`src/rtl/lot_sim_responder.sv`:
```
// Behavioural parking-lot model driven by gate-open commands: an entrance
// gate, an exit gate and three spots, each reported as a registered sensor.
module lot_sim_responder #(
   parameter int PASS_CYCLES  = 4,
   parameter int GATE_TIMEOUT = 16
) (
   input  logic       clk,
   input  logic       reset,
   input  logic       car_arrive,
   input  logic       car_depart,
   input  logic       open_entrance,
   input  logic       open_exit,
   output logic       pres_entrance,
   output logic       pres_exit,
   output logic [2:0] pres_spot,
   output logic [1:0] car_count,
   output logic       balk,
   output logic       req_drop,
   output logic       overflow
);

   localparam int WW = $clog2(GATE_TIMEOUT + 1);
   localparam int PW = $clog2(PASS_CYCLES + 1);
   localparam logic [WW-1:0] WAIT_LIM = WW'(GATE_TIMEOUT);
   localparam logic [PW-1:0] PASS_LD  = PW'(PASS_CYCLES);
   localparam logic [PW-1:0] PASS_END = PW'(1);

   typedef enum logic [1:0] {E_IDLE, E_WAIT, E_PASS} ent_state_t;
   typedef enum logic [1:0] {X_IDLE, X_WAIT, X_PASS} ext_state_t;

   ent_state_t    ent_q, ent_d;
   ext_state_t    ext_q, ext_d;
   logic [WW-1:0] wait_cnt, wait_d, wait_inc;
   logic [PW-1:0] ent_pass, ent_pass_d, ext_pass, ext_pass_d;
   logic          pres_ent_d, pres_exit_d, balk_d, drop_d, ovf_d, park;
   logic [2:0]    spot_clr, spot_mid, spot_set, spot_d;
   logic [1:0]    count_d;

   always_comb begin
      ent_d       = ent_q;
      ext_d       = ext_q;
      wait_d      = wait_cnt;
      wait_inc    = wait_cnt + 1'b1;
      ent_pass_d  = ent_pass;
      ext_pass_d  = ext_pass;
      pres_ent_d  = pres_entrance;
      pres_exit_d = pres_exit;
      balk_d      = 1'b0;
      drop_d      = 1'b0;
      ovf_d       = overflow;
      park        = 1'b0;
      spot_clr    = 3'b000;

      case (ent_q)
         E_IDLE: begin
            if (car_arrive) begin
               ent_d      = E_WAIT;
               wait_d     = '0;
               pres_ent_d = 1'b1;
            end
         end
         E_WAIT: begin
            // a gate opening on the timeout cycle still admits the car
            if (open_entrance) begin
               ent_d      = E_PASS;
               ent_pass_d = PASS_LD;
            end else if (wait_inc == WAIT_LIM) begin
               ent_d      = E_IDLE;
               wait_d     = '0;
               pres_ent_d = 1'b0;
               balk_d     = 1'b1;
            end else begin
               wait_d = wait_inc;
            end
         end
         E_PASS: begin
            if (ent_pass == PASS_END) begin
               ent_d      = E_IDLE;
               pres_ent_d = 1'b0;
               park       = 1'b1;
            end else begin
               ent_pass_d = ent_pass - 1'b1;
            end
         end
         default: ent_d = E_IDLE;
      endcase
      if (car_arrive && ent_q != E_IDLE) drop_d = 1'b1;

      case (ext_q)
         X_IDLE: begin
            if (car_depart && pres_spot != 3'b000) begin
               ext_d       = X_WAIT;
               spot_clr    = pres_spot & (~pres_spot + 3'd1);
               pres_exit_d = 1'b1;
            end else if (car_depart) begin
               drop_d = 1'b1;
            end
         end
         X_WAIT: begin
            if (open_exit) begin
               ext_d      = X_PASS;
               ext_pass_d = PASS_LD;
            end
         end
         X_PASS: begin
            if (ext_pass == PASS_END) begin
               ext_d       = X_IDLE;
               pres_exit_d = 1'b0;
            end else begin
               ext_pass_d = ext_pass - 1'b1;
            end
         end
         default: ext_d = X_IDLE;
      endcase
      if (car_depart && ext_q != X_IDLE) drop_d = 1'b1;

      // the departing car leaves first, so a parking car may reuse its spot
      spot_mid = pres_spot & ~spot_clr;
      spot_set = ~spot_mid & (spot_mid + 3'd1);
      spot_d   = spot_mid;
      if (park) begin
         if (spot_mid == 3'b111) ovf_d  = 1'b1;
         else                    spot_d = spot_mid | spot_set;
      end
      count_d = {1'b0, spot_d[0]} + {1'b0, spot_d[1]} + {1'b0, spot_d[2]};
   end

   always_ff @(posedge clk) begin
      if (!reset) begin
         ent_q         <= E_IDLE;
         ext_q         <= X_IDLE;
         wait_cnt      <= '0;
         ent_pass      <= '0;
         ext_pass      <= '0;
         pres_entrance <= 1'b0;
         pres_exit     <= 1'b0;
         pres_spot     <= 3'b000;
         car_count     <= 2'd0;
         balk          <= 1'b0;
         req_drop      <= 1'b0;
         overflow      <= 1'b0;
      end else begin
         ent_q         <= ent_d;
         ext_q         <= ext_d;
         wait_cnt      <= wait_d;
         ent_pass      <= ent_pass_d;
         ext_pass      <= ext_pass_d;
         pres_entrance <= pres_ent_d;
         pres_exit     <= pres_exit_d;
         pres_spot     <= spot_d;
         car_count     <= count_d;
         balk          <= balk_d;
         req_drop      <= drop_d;
         overflow      <= ovf_d;
      end
   end

endmodule

```
`config.mk`:
```
export PLATFORM = sky130hd
export DESIGN_NAME = lot_sim_responder
export DESIGN_NICKNAME = d
export VERILOG_FILES = /design/src/rtl/lot_sim_responder.sv
export SDC_FILE = /design/constraint.sdc
export NUM_CORES = 1
export LEC_CHECK = 0
export CORE_ASPECT_RATIO = 0.75
export CORE_MARGIN = 2
export CORE_UTILIZATION = 58
export CTS_CLUSTER_DIAMETER = 50
export CTS_CLUSTER_SIZE = 20
export DETAILED_ROUTE_END_ITERATION = 12
export GPL_TIMING_DRIVEN = 0
export PLACE_DENSITY = 0.92
export SYNTH_ARGS = -nofsm -noshare
export SYNTH_HDL_FRONTEND = slang
export SYNTH_SLANG_ARGS = --single-unit
```
`constraint.sdc`:
```
create_clock -name clk -period 6.5 [get_ports clk]
set_input_delay 1.3 -clock clk [delete_from_list [all_inputs] [get_ports clk]]
set_output_delay 1.3 -clock clk [all_outputs]
set_load 0.005 [all_outputs]
```
==> reports/qor.yml, run 1 <==
detailed_routing:
  first_iter_violations: 57
  wl_per_cell_um: 15.11
  first_pass_iters: 5
  drcViolationCount: 0
  drt_wl_total_um: 3083
  ant_nets: 0
  vias: 1243
  via_per_inst: 6.093
global_routing:
  grt_use_met2: 0.4522
  grt_overflow: 0
  first_global_vias: 1203
  grt_pass1_wl_um: 5092
  grt_use_total: 0.2486
  grt_use_met1: 0.2922
  antenna_found_initial: 0
  use_met3: 0.05398
  grt-busiest-layer: "met2"
  grt_start_max_net_pins: 15
pwr:
  seqPwrFrac: 0.475
  p_comb_frac: 0.334
  p_clk_frac: 0.191
  power-per-cell-area_nw_per_um2: 238.7
  switching_power_mw: 0.1285
  leakagePower_nw: 0.6264
  p_int_mw: 0.2422
  ir_drop_mv: 0.1664
  swShare: 0.3465
setup_path:
  path_max_fanout: 6
  critPathCaptureType: "flip-flop"
  crit_buf_inv: 1
  regToRegSetupSlack_ns: 4.20
  start_kind: "input port"
  crit_type: "input port to flip-flop"
  worst_ep_required_time_ns: 6.77
  crit_chain: "clkdlybuf4s50_1 -> or3b_4 -> and3_4 -> or2_1 -> a21oi_2 -> fa_1 -> nor2_1"
  slowest_stage: "clkdlybuf4s50_1"
  critical_path.max_stage_delay_ns: 0.50
  crit_family: "simple AND/OR/NAND/NOR gates"
  crit_arrival_ns: 3.35
synthesis:
  yosys.area.top_type: "dfxtp_1"
  syn_inst: 161
  synth_xor_area_frac: 0
  synthMuxAreaShare: 0.03789
  syn_area_um2: 1354
  ys_types: 44
  synthAdderAreaFrac: 0.09797
  avgSynthCellArea_um2: 8.409
  async_flop_share: 0
  synth-edff-count: 0
  yosys.area_share.simple: 0.2486
  synth_compound_area_frac: 0.1978
  syn_nets: 177
  synth_warnings: 0
  synth_top_family_by_area: "simple AND/OR/NAND/NOR gates"
  yosys_register_bits: 25
  synth-main-ff-cell: "dfxtp_1"
  synth_top_cell_area_share: 0.3697
  synth-seq-area-share: 0.3697
  ys_top_cells_by_area: "dfxtp_1 37%, ha_1 8.3%, a21oi_1 5.2%, nor2_1 5.0%, mux2i_1 3.0%"
flow_run:
  maxCapViolations: 0
floorplanning:
  die_width_um: 59.79
  io_pins: 16
  core_um2: 2252
  die_h_um: 45.84
  die_area_um2: 2741
  start_util: 0.6011
  rows: 15
status:
  outcome: "completed"
clock_network:
  numCtsBuffers: 3
  cts_resized: 0
  clk_latency_ns: 0.32
  cts.htree.levels: 1
  clock-sinks: 25
  postCtsHoldBufs: 0
  cts.path.max_buffers: 2
  cts_setup_buffers: 0
  cts_root_buf: "clkbuf_4"
  cts_tree: "done"
  clkTransAtPathRegs_ns: 0.14
cells_and_area:
  final_cell_mix: "25 x dfxtp_1, 18 x nor2_1, 14 x a21oi_1, 14 x clkdlybuf4s50_1, 10 x inv_1"
  antennaDiodeCount: 0
  final_nets: 196
  fin_cells: 204
  drive_above_1_share: 0.07263
  final_common_cell: "dfxtp_1"
  synthToLayoutAreaGrowth_pct: 14.70
sta:
  slew_violations: 0
  period_needed_ns: 3.075
  setup_viol: 0
  setup_tns_ns: 0
  rsz0062_at_grt: "no"
  hold-worst-slack_ns: 0.5022
  finClkSkew_ns: 0.007487
  tightest_slew_ns: 0.4914
  hold_viol_final: 0
  period_share: 0.4730
  fmax_mhz: 325.2
  relSlewSlack: 0.6630
place:
  dp.cells: 200
  port_buffers: 14
  hpwl_um: 2248
  gp_congestion: 0.8233
hold_path:
  hp-class: "flip-flop to flip-flop"
==> cell families after synthesis <==
kind of cell / after synthesis
AND/OR/NAND/NOR: 62
buffers and inverters: 17
adder cells (fa/ha/maj): 10
AO/OA/AOI/OAI: 42
flip-flops: 25
multiplexers: 5
==> metrics by stage <==
| step | util | setup slack, ns | total power [mW] | cell area [um^2] |
|---|---|---|---|---|
| 6_report | 0.6894 | 3.425 | 0.3707 | 1553 |
| 4_1_cts | 0.6894 | 3.427 | 0.3712 | 1553 |
| 2_1_floorplan | - | 3.710 | 0.2675 | 1354 |
| 5_1_grt | 0.6894 | 3.378 | 0.3963 | 1553 |
| 3_5_place_dp | 0.6772 | 3.080 | 0.3000 | 1525 |
| 3_3_place_gp | 0.6772 | 3.133 | 0.2934 | 1525 |
==> layout make-up <==
cell class	count	area (um^2)
clock buffers	3	22.52
flip-flops and latches	25	500.5
plain buffers	7	27.53
inverters	10	37.54
multi-input cells	119	788.3
clock inverters	1	5.005
repair buffers	14	140.1
fillers	183	699.4
well taps	25	31.28
==> cells in the mapped netlist (all sizes together) (4+ instances only) <==
library cell / number
nor3: 5
clkbuf: 6
nor2: 18
a21oi: 15
inv: 10
nand2b: 4
nand2: 9
o21ai: 8
dfxtp: 25
mux2i: 4
nor2b: 5
ha: 9
==> power groups by stage <==
stage	sequential, mW	combinational, mW	clock, mW
3_3_place_gp	0.178	0.115	0
6_report	0.176	0.124	0.0707
5_1_grt	0.178	0.139	0.0802
3_5_place_dp	0.179	0.121	0
2_1_floorplan	0.177	0.0903	0
4_1_cts	0.176	0.123	0.0730
==> worst register-to-register path, cell delays in order, from the launching register on <==
cell      delay (ns)
dfxtp_1         0.40
inv_1           0.09
ha_1            0.20
clkbuf_1        0.18
and3b_1         0.26
and3_4          0.20
or2_1           0.24
a21oi_2         0.17
fa_1            0.43
nor2_1          0.10
==> registers in the layout, summed over array words and instances, names as in the netlist <==
signal         flops
wait_cnt           5
ent_pass           3
ext_pass           3
pres_spot          3
car_count          2
ent_q              2
ext_q              2
balk               1
overflow           1
pres_entrance      1
pres_exit          1
req_drop           1
==> routing by layer <==
metal / routed length, um / up-vias
met1: 1258 / 590
met3: 195 / 7
li1: - / 600
met5: 0 / -
met2: 1587 / 46
met4: 41 / 0
==> path summary, 6_finish.rpt <==
path	start	to	cells after the start
max	car_depart	car_count[0]$_SDFF_PN0_	7
min	pres_exit$_SDFFE_PN0P_	pres_exit$_SDFFE_PN0P_	2
max reg2reg	ent_q[0]$_SDFFE_PN0P_	car_count[0]$_SDFF_PN0_	9
min reg2reg	pres_exit$_SDFFE_PN0P_	pres_exit$_SDFFE_PN0P_	2
No activity file was read; power rests on OpenSTA's default activity.
==> inputs of run 2 (changes only) <==
Settings changed: CORE_UTILIZATION 58 to 54, PLACE_DENSITY 0.92 to 0.87.
Clock period 6.5 ns to 2.9 ns, I/O delays scaled along.
==> reports/qor.yml, run 2 (synthesized netlist as in run 1, its figures left out) <==
status:
  outcome: "completed"
setup_path:
  critical_path.max_stage_delay_ns: 0.51
  crit_chain: "clkdlybuf4s50_1 -> or3b_4 -> and3_4 -> or2_1 -> a21oi_2 -> fa_1 -> nor2_1"
  crit_type: "input port to flip-flop"
  crit_buf_inv: 1
  start_kind: "input port"
  crit_arrival_ns: 2.65
  path_max_fanout: 6
  crit_family: "simple AND/OR/NAND/NOR gates"
  worst_ep_required_time_ns: 3.15
  slowest_stage: "clkdlybuf4s50_1"
  critPathCaptureType: "flip-flop"
hold_path:
  hp-class: "flip-flop to flip-flop"
global_routing:
  antenna_found_initial: 0
  grt_pass1_wl_um: 4712
  grt_overflow: 0
  grt_start_max_net_pins: 14
  first_global_vias: 1065
  grt_use_total: 0.2216
detailed_routing:
  drcViolationCount: 0
  drt_wl_total_um: 2887
  first_iter_violations: 56
  first_pass_iters: 5
  vias: 1190
  wl_per_cell_um: 13.55
  met2WireLength_um: 1518
  dr.max_layer_used: "met4"
  ant_nets: 0
  via_per_inst: 5.587
  wl_met3_um: 97
  wl_met1_um: 1240
floorplanning:
  io_pins: 16
  core_um2: 2346
  die_h_um: 47.36
  die_width_um: 61.82
  rows: 15
  die_area_um2: 2928
  start_util: 0.5771
clock_network:
  cts.path.max_buffers: 2
  postCtsHoldBufs: 0
  numCtsBuffers: 3
  clk_latency_ns: 0.31
  cts_setup_buffers: 0
  cts_tree: "done"
  cts_resized: 0
  cts.htree.levels: 1
  clock-sinks: 25
  clkTransAtPathRegs_ns: 0.13
  cts_root_buf: "clkbuf_4"
sta:
  period_share: 0.8269
  layout_setup_ws_ns: 0.5021
  setup_viol: 0
  rsz0062_at_grt: "no"
  slew_violations: 0
  fmax_mhz: 417.0
  period_needed_ns: 2.398
  tightest_slew_ns: 0.4699
  setup_tns_ns: 0
  finClkSkew_ns: 0.005566
  relSlewSlack: 0.6778
  hold_viol_final: 0
place:
  port_buffers: 14
  dp_slack_ns: 0.1820
  gp_congestion: 0.8787
  hpwl_um: 2263
  dp.cells: 209
pwr:
  ir_drop_mv: 0.3051
  leakagePower_nw: 0.6237
  power-per-cell-area_nw_per_um2: 526.0
cells_and_area:
  largest-register: "wait_cnt"
  largest_register_ffs: 5
  drive_above_1_share: 0.06704
  antennaDiodeCount: 0
  synthToLayoutAreaGrowth_pct: 15.43
  final_cell_mix: "25 x dfxtp_1, 18 x nor2_1, 14 x a21oi_1, 14 x clkdlybuf4s50_1, 10 x inv_1"
  final_common_cell: "dfxtp_1"
  fin_cells: 213
  final_nets: 196
flow_run:
  maxCapViolations: 0
## run 2: metrics by stage
stage	hold WS, ns	instance area, um^2	power, mW	utilization
3_5_place_dp	0.4694	1536	0.6738	0.6549
5_1_grt	0.5272	1563	0.8866	0.6661
6_report	0.4904	1563	0.8220	0.6661
4_1_cts	0.4996	1563	0.8242	0.6661
2_1_floorplan	0.4466	1354	0.5996	-
3_3_place_gp	0.4527	1536	0.6586	0.6549
## run 2: report_power, final
group	internal (mW)	total, mW	switching (mW)
Sequential	0.370	0.395	0.0252
Combinational	0.121	0.277	0.155
Clock	0.0537	0.150	0.0966
## run 2: path summary, 6_finish.rpt
path / slack (ns) / cells past startpoint / from / to
hold reg to reg: 0.49 / 2 / overflow$_SDFFE_PN0P_ / overflow$_SDFFE_PN0P_
setup / recovery: 0.50 / 7 / car_depart / car_count[0]$_SDFF_PN0_
setup reg to reg: 0.57 / 9 / ent_q[0]$_SDFFE_PN0P_ / car_count[0]$_SDFF_PN0_
hold / removal: 0.49 / 2 / overflow$_SDFFE_PN0P_ / overflow$_SDFFE_PN0P_
## run 2: final cells by class
type | count | area, um^2
well taps | 34 | 42.54
inverters | 10 | 37.54
plain buffers | 7 | 27.53
repair buffers | 14 | 140.1
fillers | 184 | 783.3
multi-input cells | 119 | 788.3
clock buffers | 4 | 26.28
flip-flops and latches | 25 | 500.5
## run 2: layer usage
layer / vias up / global-route usage
met1: 558 / 0.2756
met4: 0 / 0.06383
met2: 27 / 0.3853
li1: 601 / -
met3: 4 / 0.05510
met5: - / 0
## run 2: worst min-delay path, delay by kind of cell (launching register included)
kind	cells	cell delay (ns)
AOI/OAI and AO/OA	1	0.04
and+or+nand+nor	1	0.07
DFF	1	0.35
==> inputs of run 3 (changes only) <==
Settings changed: CORE_UTILIZATION 54 to 49, PLACE_DENSITY 0.87 to 0.84.
Clock period 2.9 ns to 2.05 ns, I/O delays scaled along.
==> reports/qor.yml, run 3 (synthesized netlist as in run 1, its figures left out) <==
detailed_routing:
  via_per_inst: 5.527
  drcViolationCount: 0
  wl_per_cell_um: 13.43
  drt_wl_total_um: 2955
  first_iter_violations: 76
  vias: 1216
  ant_nets: 0
  first_pass_iters: 4
pwr:
  swShare: 0.3267
  switching_power_mw: 0.4242
  p_int_mw: 0.8741
  power-per-cell-area_nw_per_um2: 781.4
  leakagePower_nw: 0.6686
  total_power_mw: 1.298
  seqPwrFrac: 0.432
  ir_drop_mv: 0.6126
  p_comb_frac: 0.348
  p_clk_frac: 0.220
cells_and_area:
  drive_above_1_share: 0.1576
  synthToLayoutAreaGrowth_pct: 22.74
  final_util: 0.6336
  fin_cells: 220
  antennaDiodeCount: 0
  largest-register: "wait_cnt"
  largest_register_ffs: 5
  final_cell_mix: "21 x dfxtp_1, 18 x nor2_1, 14 x a21oi_1"
  final_common_cell: "dfxtp_1"
  final_nets: 201
floorplanning:
  start_util: 0.5162
  rows: 16
  die_area_um2: 3204
  die_width_um: 64.70
  io_pins: 16
  core_um2: 2623
  die_h_um: 49.52
sta:
  period_share: 0.9646
  tightest_slew_ns: 0.4798
  period_needed_ns: 1.977
  hold-worst-slack_ns: 0.4793
  slew_violations: 0
  setup_tns_ns: 0
  finClkSkew_ns: 0.002858
  hold_viol_final: 0
  rsz0062_at_grt: "yes"
  relSlewSlack: 0.6710
  fmax_mhz: 505.7
  setup_viol: 0
setup_path:
  crit_arrival_ns: 2.18
  crit_family: "simple AND/OR/NAND/NOR gates"
  worst_ep_required_time_ns: 2.25
  crit_type: "flip-flop to flip-flop"
  critPathCaptureType: "flip-flop"
  critical_path.max_stage_delay_ns: 0.41
  crit_chain: "inv_2 -> ha_4 -> and3b_2 -> and3_4 -> or2_4 -> a21oi_4 -> fa_1 -> nor2_1"
  path_max_fanout: 7
  slowest_stage: "fa_1"
  start_kind: "flip-flop"
  crit_buf_inv: 1
global_routing:
  antenna_found_initial: 0
  grt_use_total: 0.2067
  grt_overflow: 0
  grt_pass1_wl_um: 5085
  grt_start_max_net_pins: 14
  first_global_vias: 1116
clock_network:
  clock-sinks: 25
  clk_latency_ns: 0.26
  numCtsBuffers: 3
  cts_tree: "done"
  cts_root_buf: "clkbuf_8"
  postCtsHoldBufs: 0
  cts.htree.levels: 1
  cts.path.max_buffers: 2
  clkTransAtPathRegs_ns: 0.08
status:
  outcome: "completed"
flow_run:
  maxCapViolations: 0
place:
  port_buffers: 14
  gp_congestion: 0.8201
  hpwl_um: 2159
  dp.cells: 211
hold_path:
  hp-class: "flip-flop to flip-flop"
[run 3: path summary, 6_finish.rpt]
path                                                from                       end  slack [ns]  cells after the start
worst min register to register  ent_pass[0]$_SDFFE_PN0P_  ent_pass[0]$_SDFFE_PN0P_        0.48                      1
worst min-delay path            ent_pass[0]$_SDFFE_PN0P_  ent_pass[0]$_SDFFE_PN0P_        0.48                      1
worst max register to register     ent_q[0]$_SDFFE_PN0P_   car_count[0]$_SDFF_PN0_        0.07                      8
worst max-delay path               ent_q[0]$_SDFFE_PN0P_   car_count[0]$_SDFF_PN0_        0.07                      8
[run 3: stage by stage]
step	setup WS (ns)	instance area, um^2
after floorplan	0.02492	1358
after global placement	-0.4503	1543
after detailed placement	-0.4763	1543
after CTS	0.001551	1609
after global routing	-0.01548	1662
final	0.07259	1662
[run 3: area by class of cell]
| cell class | instances | area (um^2) |
|---|---|---|
| fill | 220 | 960.9 |
| multi-input combinational | 119 | 819.5 |
| sequential | 25 | 505.5 |
| timing repair buffer | 20 | 183.9 |
| clock buffer | 4 | 45.04 |
| tap | 36 | 45.04 |
| inverter | 10 | 37.54 |
| buffer | 6 | 25.02 |
[run 3: timing repair]
action                     4_1_cts  5_1_grt
gates resized for setup          3       10
setup endpoints to repair        1        6
pin swaps                        3        3
setup buffers                    2        4
[run 3: power groups by stage]
| stage | Sequential (mW) | Clock, mW | Combinational [mW] |
|---|---|---|---|
| after floorplan | 0.564 | 0 | 0.287 |
| after global placement | 0.566 | 0 | 0.370 |
| after detailed placement | 0.569 | 0 | 0.390 |
| after CTS | 0.559 | 0.298 | 0.403 |
| after global routing | 0.567 | 0.321 | 0.509 |
| final | 0.561 | 0.286 | 0.451 |
[run 3: metal layers]
metal,vias to the layer above,wire (um),GRT usage
li1,614,-,-
met1,567,1273,0.2666
met2,29,1462,0.3490
met3,6,164,0.04110
met4,0,55,0.06738
met5,-,0,0
